[src/rtl/video_decimator.sv]
// rtl/video_decimator.sv - pixel-stream decimator and frame-capture engine for the HDMI receive path
//
// Keeps every H_DIV-th pixel of every V_DIV-th active line and produces a write
// strobe, a row-major linear address and the RGB of each kept pixel.
// Capture is either continuous (every frame) or single shot, armed by i_Arm.
//
// Optional feature macro: VDEC_GRAY_EN
//   When defined, adds o_Gray (luma of the kept pixel) and one more pipeline
//   stage on every output. When undefined, o_Gray does not exist and the
//   output latency is two cycles after the input stage.
//
// Ports
//   i_Clk    pixel clock, all logic on its rising edge
//   i_Rst    synchronous active-high reset
//   i_Hsync  horizontal sync, registered only
//   i_Vsync  vertical sync, active level VS_POL
//   i_Vde    active video
//   i_Data   {R,G,B}, R in the MSBs
//   i_Arm    single-shot request (ignored when CONTINUOUS=1)
//   o_En     write strobe, one per kept pixel
//   o_Addr   linear write address
//   o_R/G/B  kept pixel
//   o_Busy   capture engine not idle
//   o_Done   one-cycle pulse at end of a single-shot capture
//   o_Gray   luma of the kept pixel (VDEC_GRAY_EN only)

module video_decimator #(
  parameter int CW         = 8,
  parameter int IN_W       = 1280,
  parameter int IN_H       = 720,
  parameter int H_DIV      = 4,
  parameter int V_DIV      = 4,
  parameter int ADDR_W     = 24,
  parameter int VS_POL     = 1,
  parameter int CONTINUOUS = 1
) (
  input  logic              i_Clk,
  input  logic              i_Rst,
  input  logic              i_Hsync,
  input  logic              i_Vsync,
  input  logic              i_Vde,
  input  logic [3*CW-1:0]   i_Data,
  input  logic              i_Arm,
  output logic              o_En,
  output logic [ADDR_W-1:0] o_Addr,
  output logic [CW-1:0]     o_R,
  output logic [CW-1:0]     o_G,
  output logic [CW-1:0]     o_B,
  output logic              o_Busy,
  output logic              o_Done
`ifdef VDEC_GRAY_EN
  ,
  output logic [CW-1:0]     o_Gray
`endif
);

  localparam int OUT_W = IN_W / H_DIV;
  localparam int OUT_H = IN_H / V_DIV;
  localparam logic [15:0] OUT_W_C = 16'(OUT_W);
  localparam logic [15:0] OUT_H_C = 16'(OUT_H);
  localparam logic [15:0] HD_M1   = 16'(H_DIV - 1);
  localparam logic [15:0] VD_M1   = 16'(V_DIV - 1);
  localparam logic [ADDR_W-1:0] LAST_A = ADDR_W'(OUT_W * OUT_H - 1);
  localparam logic VS_ACT = 1'(VS_POL);
  localparam bit   CONT   = (CONTINUOUS != 0);

  typedef enum logic [1:0] {
    IDLE    = 2'd0,
    WAIT_VS = 2'd1,
    CAPTURE = 2'd2,
    DONE    = 2'd3
  } state_t;

  state_t state;

  // Input stage
  logic            vs_r, vs_p, vde_r, vde_p, arm_r, hsync_unused_r;
  logic [3*CW-1:0] data_r;

  always_ff @(posedge i_Clk) begin
    if (i_Rst) begin
      vs_r           <= 1'b0;
      vs_p           <= 1'b0;
      vde_r          <= 1'b0;
      vde_p          <= 1'b0;
      arm_r          <= 1'b0;
      hsync_unused_r <= 1'b0;
      data_r         <= '0;
    end else begin
      vs_r           <= i_Vsync;
      vs_p           <= vs_r;
      vde_r          <= i_Vde;
      vde_p          <= vde_r;
      arm_r          <= i_Arm;
      hsync_unused_r <= i_Hsync;
      data_r         <= i_Data;
    end
  end

  // Geometry counters
  logic [15:0]       hph, vph, ocol, orow;
  logic [ADDR_W-1:0] addr;
  logic              full;

  logic        fs, line_start, line_end, keep;
  logic [15:0] hph_eff, ocol_eff;

  always_comb begin
    fs         = (vs_r == VS_ACT) && (vs_p != VS_ACT);
    line_start = vde_r && !vde_p;
    line_end   = !vde_r && vde_p;
    // Line start clears the per-line phase in the same cycle the first pixel arrives.
    hph_eff    = line_start ? 16'd0 : hph;
    ocol_eff   = line_start ? 16'd0 : ocol;
    // A frame start always wins over a coincident active pixel.
    keep       = vde_r && !fs && (hph_eff == 16'd0) && (vph == 16'd0) &&
                 (ocol_eff < OUT_W_C) && (orow < OUT_H_C) &&
                 (state == CAPTURE) && !full;
  end

  always_ff @(posedge i_Clk) begin
    if (i_Rst) begin
      hph  <= '0;
      vph  <= '0;
      ocol <= '0;
      orow <= '0;
      addr <= '0;
      full <= 1'b0;
    end else if (fs) begin
      hph  <= '0;
      vph  <= '0;
      ocol <= '0;
      orow <= '0;
      addr <= '0;
      full <= 1'b0;
    end else begin
      if (vde_r) begin
        hph <= (hph_eff == HD_M1) ? 16'd0 : hph_eff + 16'd1;
        if ((hph_eff == 16'd0) && (ocol_eff < OUT_W_C)) begin
          ocol <= ocol_eff + 16'd1;
        end else begin
          ocol <= ocol_eff;
        end
      end
      if (line_end) begin
        vph <= (vph == VD_M1) ? 16'd0 : vph + 16'd1;
        if ((vph == 16'd0) && (orow < OUT_H_C)) begin
          orow <= orow + 16'd1;
        end
      end
      // The address saturates on LAST; everything after it is dropped until the next frame.
      if (keep) begin
        if (addr == LAST_A) begin
          full <= 1'b1;
        end else begin
          addr <= addr + ADDR_W'(1);
        end
      end
    end
  end

  // Capture sequencer
  always_ff @(posedge i_Clk) begin
    if (i_Rst) begin
      state <= CONT ? WAIT_VS : IDLE;
    end else begin
      case (state)
        IDLE: begin
          if (arm_r && !CONT) begin
            state <= WAIT_VS;
          end
        end
        WAIT_VS: begin
          if (fs) begin
            state <= CAPTURE;
          end
        end
        CAPTURE: begin
          if (!CONT && (fs || (keep && (addr == LAST_A)))) begin
            state <= DONE;
          end
        end
        DONE: begin
          state <= IDLE;
        end
        default: begin
          state <= IDLE;
        end
      endcase
    end
  end

  // Decision stage; done/busy come from the state register, so they trail the
  // pixel path by one stage, which places o_Done one cycle after the LAST write.
  logic              s2_en, s2_done, s2_busy;
  logic [ADDR_W-1:0] s2_addr;
  logic [3*CW-1:0]   s2_data;

  always_ff @(posedge i_Clk) begin
    if (i_Rst) begin
      s2_en   <= 1'b0;
      s2_done <= 1'b0;
      s2_busy <= 1'b0;
      s2_addr <= '0;
      s2_data <= '0;
    end else begin
      s2_en   <= keep;
      s2_done <= (state == DONE);
      s2_busy <= (state != IDLE);
      s2_addr <= addr;
      s2_data <= data_r;
    end
  end

`ifdef VDEC_GRAY_EN
  localparam int GW = CW + 8;

  logic              s3_en, s3_done, s3_busy;
  logic [ADDR_W-1:0] s3_addr;
  logic [3*CW-1:0]   s3_data;
  logic [GW-1:0]     gsum;

  always_comb begin
    gsum = GW'(77)  * GW'(s3_data[3*CW-1:2*CW]) +
           GW'(150) * GW'(s3_data[2*CW-1:CW]) +
           GW'(29)  * GW'(s3_data[CW-1:0]);
  end

  always_ff @(posedge i_Clk) begin
    if (i_Rst) begin
      s3_en   <= 1'b0;
      s3_done <= 1'b0;
      s3_busy <= 1'b0;
      s3_addr <= '0;
      s3_data <= '0;
      o_En    <= 1'b0;
      o_Addr  <= '0;
      o_R     <= '0;
      o_G     <= '0;
      o_B     <= '0;
      o_Busy  <= 1'b0;
      o_Done  <= 1'b0;
      o_Gray  <= '0;
    end else begin
      s3_en   <= s2_en;
      s3_done <= s2_done;
      s3_busy <= s2_busy;
      s3_addr <= s2_addr;
      s3_data <= s2_data;
      o_En    <= s3_en;
      o_Addr  <= s3_en ? s3_addr : '0;
      o_R     <= s3_en ? s3_data[3*CW-1:2*CW] : '0;
      o_G     <= s3_en ? s3_data[2*CW-1:CW] : '0;
      o_B     <= s3_en ? s3_data[CW-1:0] : '0;
      o_Busy  <= s3_busy;
      o_Done  <= s3_done;
      o_Gray  <= s3_en ? gsum[GW-1:8] : '0;
    end
  end
`else
  always_ff @(posedge i_Clk) begin
    if (i_Rst) begin
      o_En   <= 1'b0;
      o_Addr <= '0;
      o_R    <= '0;
      o_G    <= '0;
      o_B    <= '0;
      o_Busy <= 1'b0;
      o_Done <= 1'b0;
    end else begin
      o_En   <= s2_en;
      o_Addr <= s2_en ? s2_addr : '0;
      o_R    <= s2_en ? s2_data[3*CW-1:2*CW] : '0;
      o_G    <= s2_en ? s2_data[2*CW-1:CW] : '0;
      o_B    <= s2_en ? s2_data[CW-1:0] : '0;
      o_Busy <= s2_busy;
      o_Done <= s2_done;
    end
  end
`endif

endmodule

[config.mk]
export PLATFORM = sky130hd
export DESIGN_NAME = video_decimator
export DESIGN_NICKNAME = d
export VERILOG_FILES = /design/src/rtl/video_decimator.sv
export SDC_FILE = /design/constraint.sdc
export NUM_CORES = 1
export LEC_CHECK = 0
export BUFFER_PORTS_ARGS = -buffer_cell sky130_fd_sc_hd__buf_2
export CAP_MARGIN = 0
export CORE_MARGIN = 1
export CORE_UTILIZATION = 52
export CTS_CLUSTER_SIZE = 28
export DETAILED_ROUTE_END_ITERATION = 7
export HOLD_SLACK_MARGIN = 0.12
export PLACE_DENSITY_LB_ADDON = 0.15
export SLEW_MARGIN = 20
export SYNTH_ARGS = -nofsm -noshare
export SYNTH_HDL_FRONTEND = slang
export SYNTH_SLANG_ARGS = --single-unit
export TNS_END_PERCENT = 100
[constraint.sdc]
create_clock -name i_Clk -period 3.2 [get_ports i_Clk]
set_clock_uncertainty 0.2 [all_clocks]
set_input_delay 0.16 -clock i_Clk [delete_from_list [all_inputs] [get_ports i_Clk]]
set_output_delay 0.16 -clock i_Clk [all_outputs]
set_load 0.005 [all_outputs]
**After elaboration in Yosys (flattened, before gate mapping)**

Cells that the tools add are included.

- Register bits: 221
- Bits of input ports: 30
- Output and inout bits: 51
- Logic and storage cells: 74

- Add/subtract/negate cells: 5
- $lt $le $gt $ge: 2
- Equality and inequality tests: 7
- Muxes and demuxes: 7
- Bitwise gates (word level): 3
- Reduce and logical (&&, ||, !) cells: 26

Operators by type and width:

| kind | number |
|---|---|
| $mux 16 | 5 |
| $add 16x1->16 const B | 4 |
| $eq 16x2->1 const B | 2 |
| $logic_not 16->1 | 2 |
| $add 24x1->24 const B | 1 |
| $eq 24x16->1 const B | 1 |
| $lt 16x8->1 const B | 1 |
| $lt 16x9->1 const B | 1 |
| $logic_and 1x1->1 | 12 |
| $reduce_and 2->1 | 4 |
| $eq 2x2->1 const B | 2 |
| $logic_not 1->1 | 4 |
| $pmux 2 s2 | 1 |
| $reduce_bool 2->1 | 2 |
| $reduce_or 2->1 | 2 |
| $not 1->1 | 3 |
| $eq 2x1->1 const B | 1 |
| $mux 2 | 1 |
| $ne 2x2->1 const B | 1 |

**Depth between registers and ports, before layout**

Gate-level depths: netlist (run 1).

- Word-level depth: 11
- Gate-level depth with buffers: 12
- Depth with buffers taken out: 10

**Least setup slack after synthesis (run 1)**

No wires, ideal clock.

- Path kind: register -> register
- Start: register vde_p
- End: register addr[22]
- Arrival time: 2.861 ns
- Data required time: 2.930 ns
- Setup slack: 0.069 ns
- Cell stages (with the launch flop): 13
- Path through: dfxtp_1 -> nand2b_1 -> clkbuf_1 -> clkbuf_1 -> nand2_1 -> ha_1 -> nand2_1 -> or4_4 -> nor4_4 -> nand3_2 -> buf_2 -> or4_1 -> a21oi_1

- Cells in the longest elaborated chain, start to end: 11
- Elaborated cells between the ends (all ways): 13

RTL lines:

| what | RTL line | text |
|---|---|---|
| start: declaration | 77 | `logic vs_r, vs_p, vde_r, vde_p, arm_r, hsync_unused_r;` |
| start signal: assignment | 93 | `vde_p <= vde_r;` |
| $logic_not 1->1 * | 110 | `line_start = vde_r && !vde_p;` |
| $logic_and 1x1->1 * | 110 |  |
| parallel branches: the longest is 4 deep, another holds $lt 16x9->1 | - |  |
| $logic_and 1x1->1 * | 116 | `keep = vde_r && !fs && (hph_eff == 16'd0) && (vph == 16'd0) &&` |
| $logic_and 1x1->1 * (2 in a row) | 117 | `(ocol_eff < OUT_W_C) && (orow < OUT_H_C) &&` |
| $logic_and 1x1->1 * | 118 | `(state == CAPTURE) && !full;` |
| $reduce_and 2->1 (no source line) * | - |  |
| end signal: assignment | 156 | `addr <= addr + ADDR_W'(1);` |
| end: declaration | 102 | `logic [ADDR_W-1:0] addr;` |

Every way passes the cells marked *.
A chain may end at the register's enable or synchronous reset.

**Worst setup path in the final report (run 1)**

- Start: register vde_p
- End: register addr[20]

The elaborated chain is that of the path after synthesis.

==> results.cfg, run 1 <==
[cells_and_area]
mostFrequentLayoutCell = dfxtp_1
syn_to_final_growth_pct = 20.00
finalNetCount = 926
layout_common_cells = dfxtp_1, nor2b_1, buf_2, and2_1, nor2_1
layout-drive-gt1-share_pct = 14.63
num_antenna_cells = 0
fin_cells = 1086

[drt]
drt.antenna.violating_nets = 0
wire_per_inst_um = 12.95
drt_iter0_markers = 220
dr.pass1.iters = 4
drc = 0
vias = 5559
routed_wl_um = 14060
avgViaCountPerCell = 5.119

[logic_synthesis]
synthCells = 784
ys_ff_latch = 221
yosysSeqAreaShare_pct = 57.40
ys_types = 50
async_flop_share_pct = 0
synthesis.area_sq_um = 7707
synthDominantCellAreaShare_pct = 57.40
yosysWarningCount = 0
synth_edf_count = 0
ys.flop_type = dfxtp_1
synth_top_cell_by_area = dfxtp_1
synth.avg_cell_area_sq_um = 9.831
synth_nets = 821
synthTopCellsByArea = dfxtp_1, nor2b_1, and2_1

[grt]
grt_start_max_net_pins = 85
grt_first_pass_wirelength_um = 22980
overflow = 0
grt.total_usage_pct = 18.29
grt_pass1_vias = 5190
antenna_found_initial = 0

[power]
combPwrFrac_pct = 2.9
pwr-share-clk_pct = 45.5
power.share.switching_pct = 20.05
power_density_nw_per_um2 = 587.0
seq_power_share_pct = 51.6
internal_power_uw = 4340
p_switching_uw = 1089
ir_drop_v = 0.0004729
p_leak_uw = 0.003646

[floorplan]
start_util_pct = 53.23
io_pins = 81
core_area_sq_um = 14480
dieArea_sq_um = 15310
die_y_um = 123.7
fp-row-count = 44
die_width_um = 123.7

[worst_setup_path]
reg2reg_slack_ns = 0.26
timing.rr.start = vde_p$_SDFF_PP0_
reg2reg_depth = 10
r2r_end = addr[20]$_SDFFE_PP0P_
crit_fanout = 12
cp_data_arrival_time_ns = 3.16
worst_setup_path_start_kind = flop
crit_type = flop to flop
required_ns = 3.42
cp-end-kind = flop

[timing]
min_period_ns = 2.939
finalHoldViolCount = 0
fmax_ghz = 0.3402
maxSlewHeadroom_pct = 35.01
slew_violations = 0
fin_tns_setup_ns = 0
fin_crit_sh_pct = 91.85
rsz0062_at_grt = false
finalSetupViolCount = 0
tightest_slew_ns = 0.9749

[clock_network]
cts_sinks = 221
numCtsBuffers = 22
htreeDepth = 1
insertion_delay_ns = 0.50
cts_setup_buffers = 0
cts_tree = yes
clock_path_buffers = 3
cts-root-buf = clkbuf_16
clkTransAtPathRegs_ns = 0.06

[placement]
io_buffers = 78
place_congestion = 0.8156
dp.cells = 1022
dp_hpwl_um = 8803

[min_path]
hold_end = vde_r$_SDFF_PP0_
hp-class = input pin to flop
min_from = i_Vde
hold_depth = 3

[status]
status = finished, final reports clean

[run]
drv_cap = 0
[critical path: stages (launching register included)]
cell      delay (ns)
dfxtp_1         0.31
nand2b_1        0.17
nand2_1         0.12
ha_1            0.24
nand2_1         0.08
or4_4           0.50
nor4_4          0.14
buf_4           0.20
nand3_2         0.20
or4_1           0.56
a21oi_1         0.15
[registers in the layout, summed over array words and instances, names as in the netlist, 2 cells and up]
| register | count |
|---|---|
| state | 2 |
| o_B | 8 |
| orow | 16 |
| s2_data | 24 |
| s2_addr | 24 |
| data_r | 24 |
| addr | 24 |
| vph | 16 |
| ocol | 16 |
| o_Addr | 24 |
| o_G | 8 |
| o_R | 8 |
| hph | 16 |
[cell usage after synthesis, drive strengths merged (2+ instances only)]
| cell | instances |
|---|---|
| nand2b | 6 |
| a31oi | 3 |
| o21ai | 33 |
| nand4b | 2 |
| and3 | 18 |
| nor3 | 9 |
| o211ai | 2 |
| ha | 7 |
| nand3 | 19 |
| a21boi | 2 |
| a32oi | 2 |
| and4 | 4 |
| nor2 | 49 |
| xor2 | 12 |
| nand4 | 21 |
| buf | 4 |
| or3 | 24 |
| inv | 14 |
| dfxtp | 221 |
| nor3b | 3 |
| clkbuf | 28 |
| o31ai | 5 |
| and2 | 66 |
| xnor2 | 12 |
| nor4 | 15 |
| or4 | 7 |
| nor2b | 88 |
| a21oi | 44 |
| mux2i | 2 |
| or2 | 3 |
| nor4b | 2 |
| nand2 | 47 |
[routing by layer]
metal / up-vias / share of wire [%] / GRT usage, % / routed length, um
met4: 0 / 1.5 / 4.593 / 216
li1: 2871 / - / - / -
met1: 2574 / 47 / 22.76 / 6595
met3: 19 / 4.3 / 3.800 / 603
met5: - / 0 / 0 / 0
met2: 95 / 47 / 32.08 / 6643
[cell type report]
class / count / area (sq um)
sequential: 221 / 4424
clock buffer: 32 / 648.1
clock inverter: 5 / 61.31
inverter: 14 / 52.55
multi-input combinational: 517 / 3112
timing repair buffer: 113 / 720.7
tap: 184 / 230.2
fill: 1165 / 5230
[power by group through the flow]
stage | registers [uW] | clock network [uW] | logic [uW]
detailed placement | 2860 | 0 | 130
finish | 2800 | 2470 | 158
floorplan | 2860 | 0 | 89.0
global placement | 2860 | 0 | 125
global route | 2800 | 2650 | 175
CTS | 2800 | 2540 | 158
[worst max-delay path by stage]
| stage | from | end | slack, ns | cells after the start |
|---|---|---|---|---|
| after floorplan | vde_p$_SDFF_PP0_ | addr[22]$_SDFFE_PP0P_ | 0.07 | 12 |
| after global placement | vde_p$_SDFF_PP0_ | addr[18]$_SDFFE_PP0P_ | 0.35 | 10 |
| after detailed placement | vde_p$_SDFF_PP0_ | addr[18]$_SDFFE_PP0P_ | 0.28 | 10 |
| after CTS | vde_p$_SDFF_PP0_ | addr[18]$_SDFFE_PP0P_ | 0.26 | 10 |
| after global routing | vde_p$_SDFF_PP0_ | addr[4]$_SDFFE_PP0P_ | 0.05 | 10 |
| final | vde_p$_SDFF_PP0_ | addr[20]$_SDFFE_PP0P_ | 0.26 | 10 |
[timing repair]
action | CTS | global route
hold endpoints to repair | 37 | 0
gates resized for setup | 0 | 0
hold buffers | 27 | 0
[logic make-up after synthesis]
family | Yosys count | synth area share (%)
flip-flops | 221 | 57.40
adder cells (fa/ha/maj) | 7 | 1.136
AND/OR/NAND/NOR | 385 | 28.98
multiplexers | 3 | 0.4058
XOR/XNOR | 24 | 2.727
buffers and inverters | 46 | 2.289
AO/OA/AOI/OAI | 98 | 7.062
[through the flow]
stage / power (uW) / utilization, % / setup WS [ns] / cell area, sq um / hold slack (ns)
4_1_cts: 5497 / 63.86 / 0.2608 / 9246 / 0.1864
2_1_floorplan: 2948 / - / 0.06873 / 7707 / 0.08818
3_3_place_gp: 2986 / 57.09 / 0.3471 / 8267 / 0.1670
3_5_place_dp: 2992 / 57.09 / 0.2808 / 8267 / 0.1735
6_report: 5429 / 63.88 / 0.2607 / 9249 / 0.2062
5_1_grt: 5627 / 63.88 / 0.05430 / 9249 / 0.2223
(Power assumes the default switching activity.)
==> run 2: changes to the inputs <==
--- a/config.mk
+++ b/config.mk
@@ -5,10 +5,11 @@
 export SDC_FILE = /design/constraint.sdc
 export NUM_CORES = 1
 export LEC_CHECK = 0
+export ABC_AREA = 1
 export BUFFER_PORTS_ARGS = -buffer_cell sky130_fd_sc_hd__buf_2
 export CAP_MARGIN = 0
 export CORE_MARGIN = 1
-export CORE_UTILIZATION = 52
+export CORE_UTILIZATION = 53
 export CTS_CLUSTER_SIZE = 28
 export DETAILED_ROUTE_END_ITERATION = 7
 export HOLD_SLACK_MARGIN = 0.12
==> results.cfg, run 2 <==
[grt]
grt_start_max_net_pins = 50
grt_first_pass_wirelength_um = 26770
antenna_found_initial = 0
met1_usage_pct = 24.90
overflow = 0
grt_pass1_vias = 6022
grt.total_usage_pct = 19.86
met2_usage_pct = 35.07
use_met3_pct = 3.224
grt_busiest_layer = met2

[min_path]
hp-class = flop to flop
hold_depth = 2

[clock_network]
insertion_delay_ns = 0.51
cts-root-buf = clkbuf_16
clkTransAtPathRegs_ns = 0.06
numCtsBuffers = 23
cts_resized = 0
cts_sinks = 221
clock_path_buffers = 3
cts_tree = yes
htreeDepth = 1

[power]
power.share.switching_pct = 21.25
p_switching_uw = 1201
combPwrFrac_pct = 3.9
power_density_nw_per_um2 = 555.4
ir_drop_v = 0.0004293
internal_power_uw = 4448
p_leak_uw = 0.004414
fin_total_pwr_uw = 5649
seq_power_share_pct = 49.7
pwr-share-clk_pct = 46.5

[worst_setup_path]
worst_setup_path_start_kind = flop
worstPathBufferInverterCount = 4
path_cells = inv_1 > nand2_4 > inv_2 > nor2_1 > inv_1 > ha_1 > nand3_1 > nor2_2 > nand4_2 > nor2_4 > buf_12 > nand2_4 > o21ai_0 > nor2_1
crit_type = flop to flop
cpPeakStageDelay_ns = 0.33
reg2reg_depth = 14
required_ns = 3.40
cp_top_family = simple AND/OR/NAND/NOR gates
cp.depth = 14
cp-end-kind = flop
cpMaxStageDelayCell = dfxtp_1
crit_fanout = 33
cp_data_arrival_time_ns = 2.76

[timing]
finalHoldViolCount = 0
finalSetupViolCount = 0
fin_crit_sh_pct = 80.05
fmax_ghz = 0.3904
finalHoldWorstSlack_ns = 0.1921
min_period_ns = 2.562
rsz0062_at_grt = false
slew_violations = 0
tightest_slew_ns = 0.9446
maxSlewHeadroom_pct = 36.80
fin_tns_setup_ns = 0

[drt]
vias = 6756
drc = 0
wire_per_inst_um = 10.84
dr.pass1.iters = 5
drt_iter0_markers = 283
drt.antenna.violating_nets = 0
avgViaCountPerCell = 4.637
routed_wl_um = 15790

[logic_synthesis]
yosysSeqAreaShare_pct = 53.27
synth_edf_count = 0
ys.flop_type = dfxtp_1
ys_ff_latch = 221
synthCells = 1100
synth_top_cell_by_area = dfxtp_1
ys_top_cells_by_count = nor2_1, dfxtp_1, inv_1, nand2_1, nand3_1
synthTopCellsByArea = dfxtp_1, nor2_1, inv_1
ys_types = 38
async_flop_share_pct = 0
yosysMostFrequentCell = nor2_1
synthDominantCellAreaShare_pct = 53.27
synthesis.area_sq_um = 8305
yosysWarningCount = 0
synth.avg_cell_area_sq_um = 7.550
synth_nets = 1137

[run]
drv_cap = 0

[floorplan]
die_width_um = 127.2
dieArea_sq_um = 16170
die_y_um = 127.2
start_util_pct = 54.43
core_area_sq_um = 15260
io_pins = 81
fp-row-count = 45

[cells_and_area]
syn_to_final_growth_pct = 22.45
mostFrequentLayoutCell = nor2_1
seqCellArea_sq_um = 4424
fillers = 1288
multi_input_area_sq_um = 2895
finalNetCount = 1268
layout-drive-gt1-share_pct = 11.32
num_antenna_cells = 0
post-route-util_pct = 66.65
layout_common_cells = nor2_1, dfxtp_1, inv_1, nand2_1, buf_2
final_area_sq_um = 10170

[status]
status = finished, final reports clean

[placement]
place_congestion = 0.8132
post_dp_cell_area_sq_um = 8887
io_buffers = 78
dp_hpwl_um = 9720
## run 2: cells by family after synthesis
logic type | synth area share, %
AO/OA/AOI/OAI | 6.358
adder cells (fa/ha/maj) | 1.054
buffers and inverters | 11.90
XOR/XNOR | 1.265
AND/OR/NAND/NOR | 26.15
flip-flops | 53.27
## run 2: per-layer routing
layer	wire, um	up-vias
li1	-	3633
met1	7399	2986
met2	7505	117
met3	573	20
met4	315	0
met5	0	-
## run 2: per-stage QoR
stage	worst slack, ns	cells
2_1_floorplan	0.7923	1100
3_3_place_gp	0.6619	1364
3_5_place_dp	0.6265	1364
4_1_cts	0.6325	1457
5_1_grt	0.3594	1457
6_report	0.6385	1457
## run 2: path summary, 6_finish.rpt
check,slack [ns],end,start
setup / recovery,0.64,addr[1]$_SDFFE_PP0P_,vde_p$_SDFF_PP0_
hold / removal,0.19,s2_data[3]$_SDFF_PP0_,data_r[3]$_SDFF_PP0_
setup reg to reg,0.64,addr[1]$_SDFFE_PP0P_,vde_p$_SDFF_PP0_
hold reg to reg,0.19,s2_data[3]$_SDFF_PP0_,data_r[3]$_SDFF_PP0_
## run 2: area by class of cell
| class | instances | area share [%] |
|---|---|---|
| clock buffers | 30 | 6.213 |
| clock inverters | 10 | 1.181 |
| inverters | 220 | 8.120 |
| multi-input cells | 624 | 28.47 |
| flip-flops and latches | 221 | 43.50 |
| well taps | 211 | 2.596 |
| repair buffers | 141 | 9.916 |
## run 2: worst reg2reg max path: stages (launching register included)
cell and delay, ns:
dfxtp_1 0.33, inv_1 0.09, nand2_4 0.10, inv_2 0.26, nor2_1 0.10, inv_1 0.09, ha_1 0.14, nand3_1 0.09
nor2_2 0.12, nand4_2 0.15, nor2_4 0.25, buf_12 0.22, nand2_4 0.09, o21ai_0 0.15, nor2_1 0.05
## run 2: repair_timing
item	in CTS	in global routing
endpoints found under the hold margin	109	0
setup buffers	0	0
hold buffers	53	0
## run 2: power by group through the flow
stage	registers [uW]	clock network (uW)	logic (uW)
detailed placement	2870	0	166
CTS	2800	2690	217
global route	2810	2800	245
finish	2800	2630	218
floorplan	2860	0	118
global placement	2860	0	164
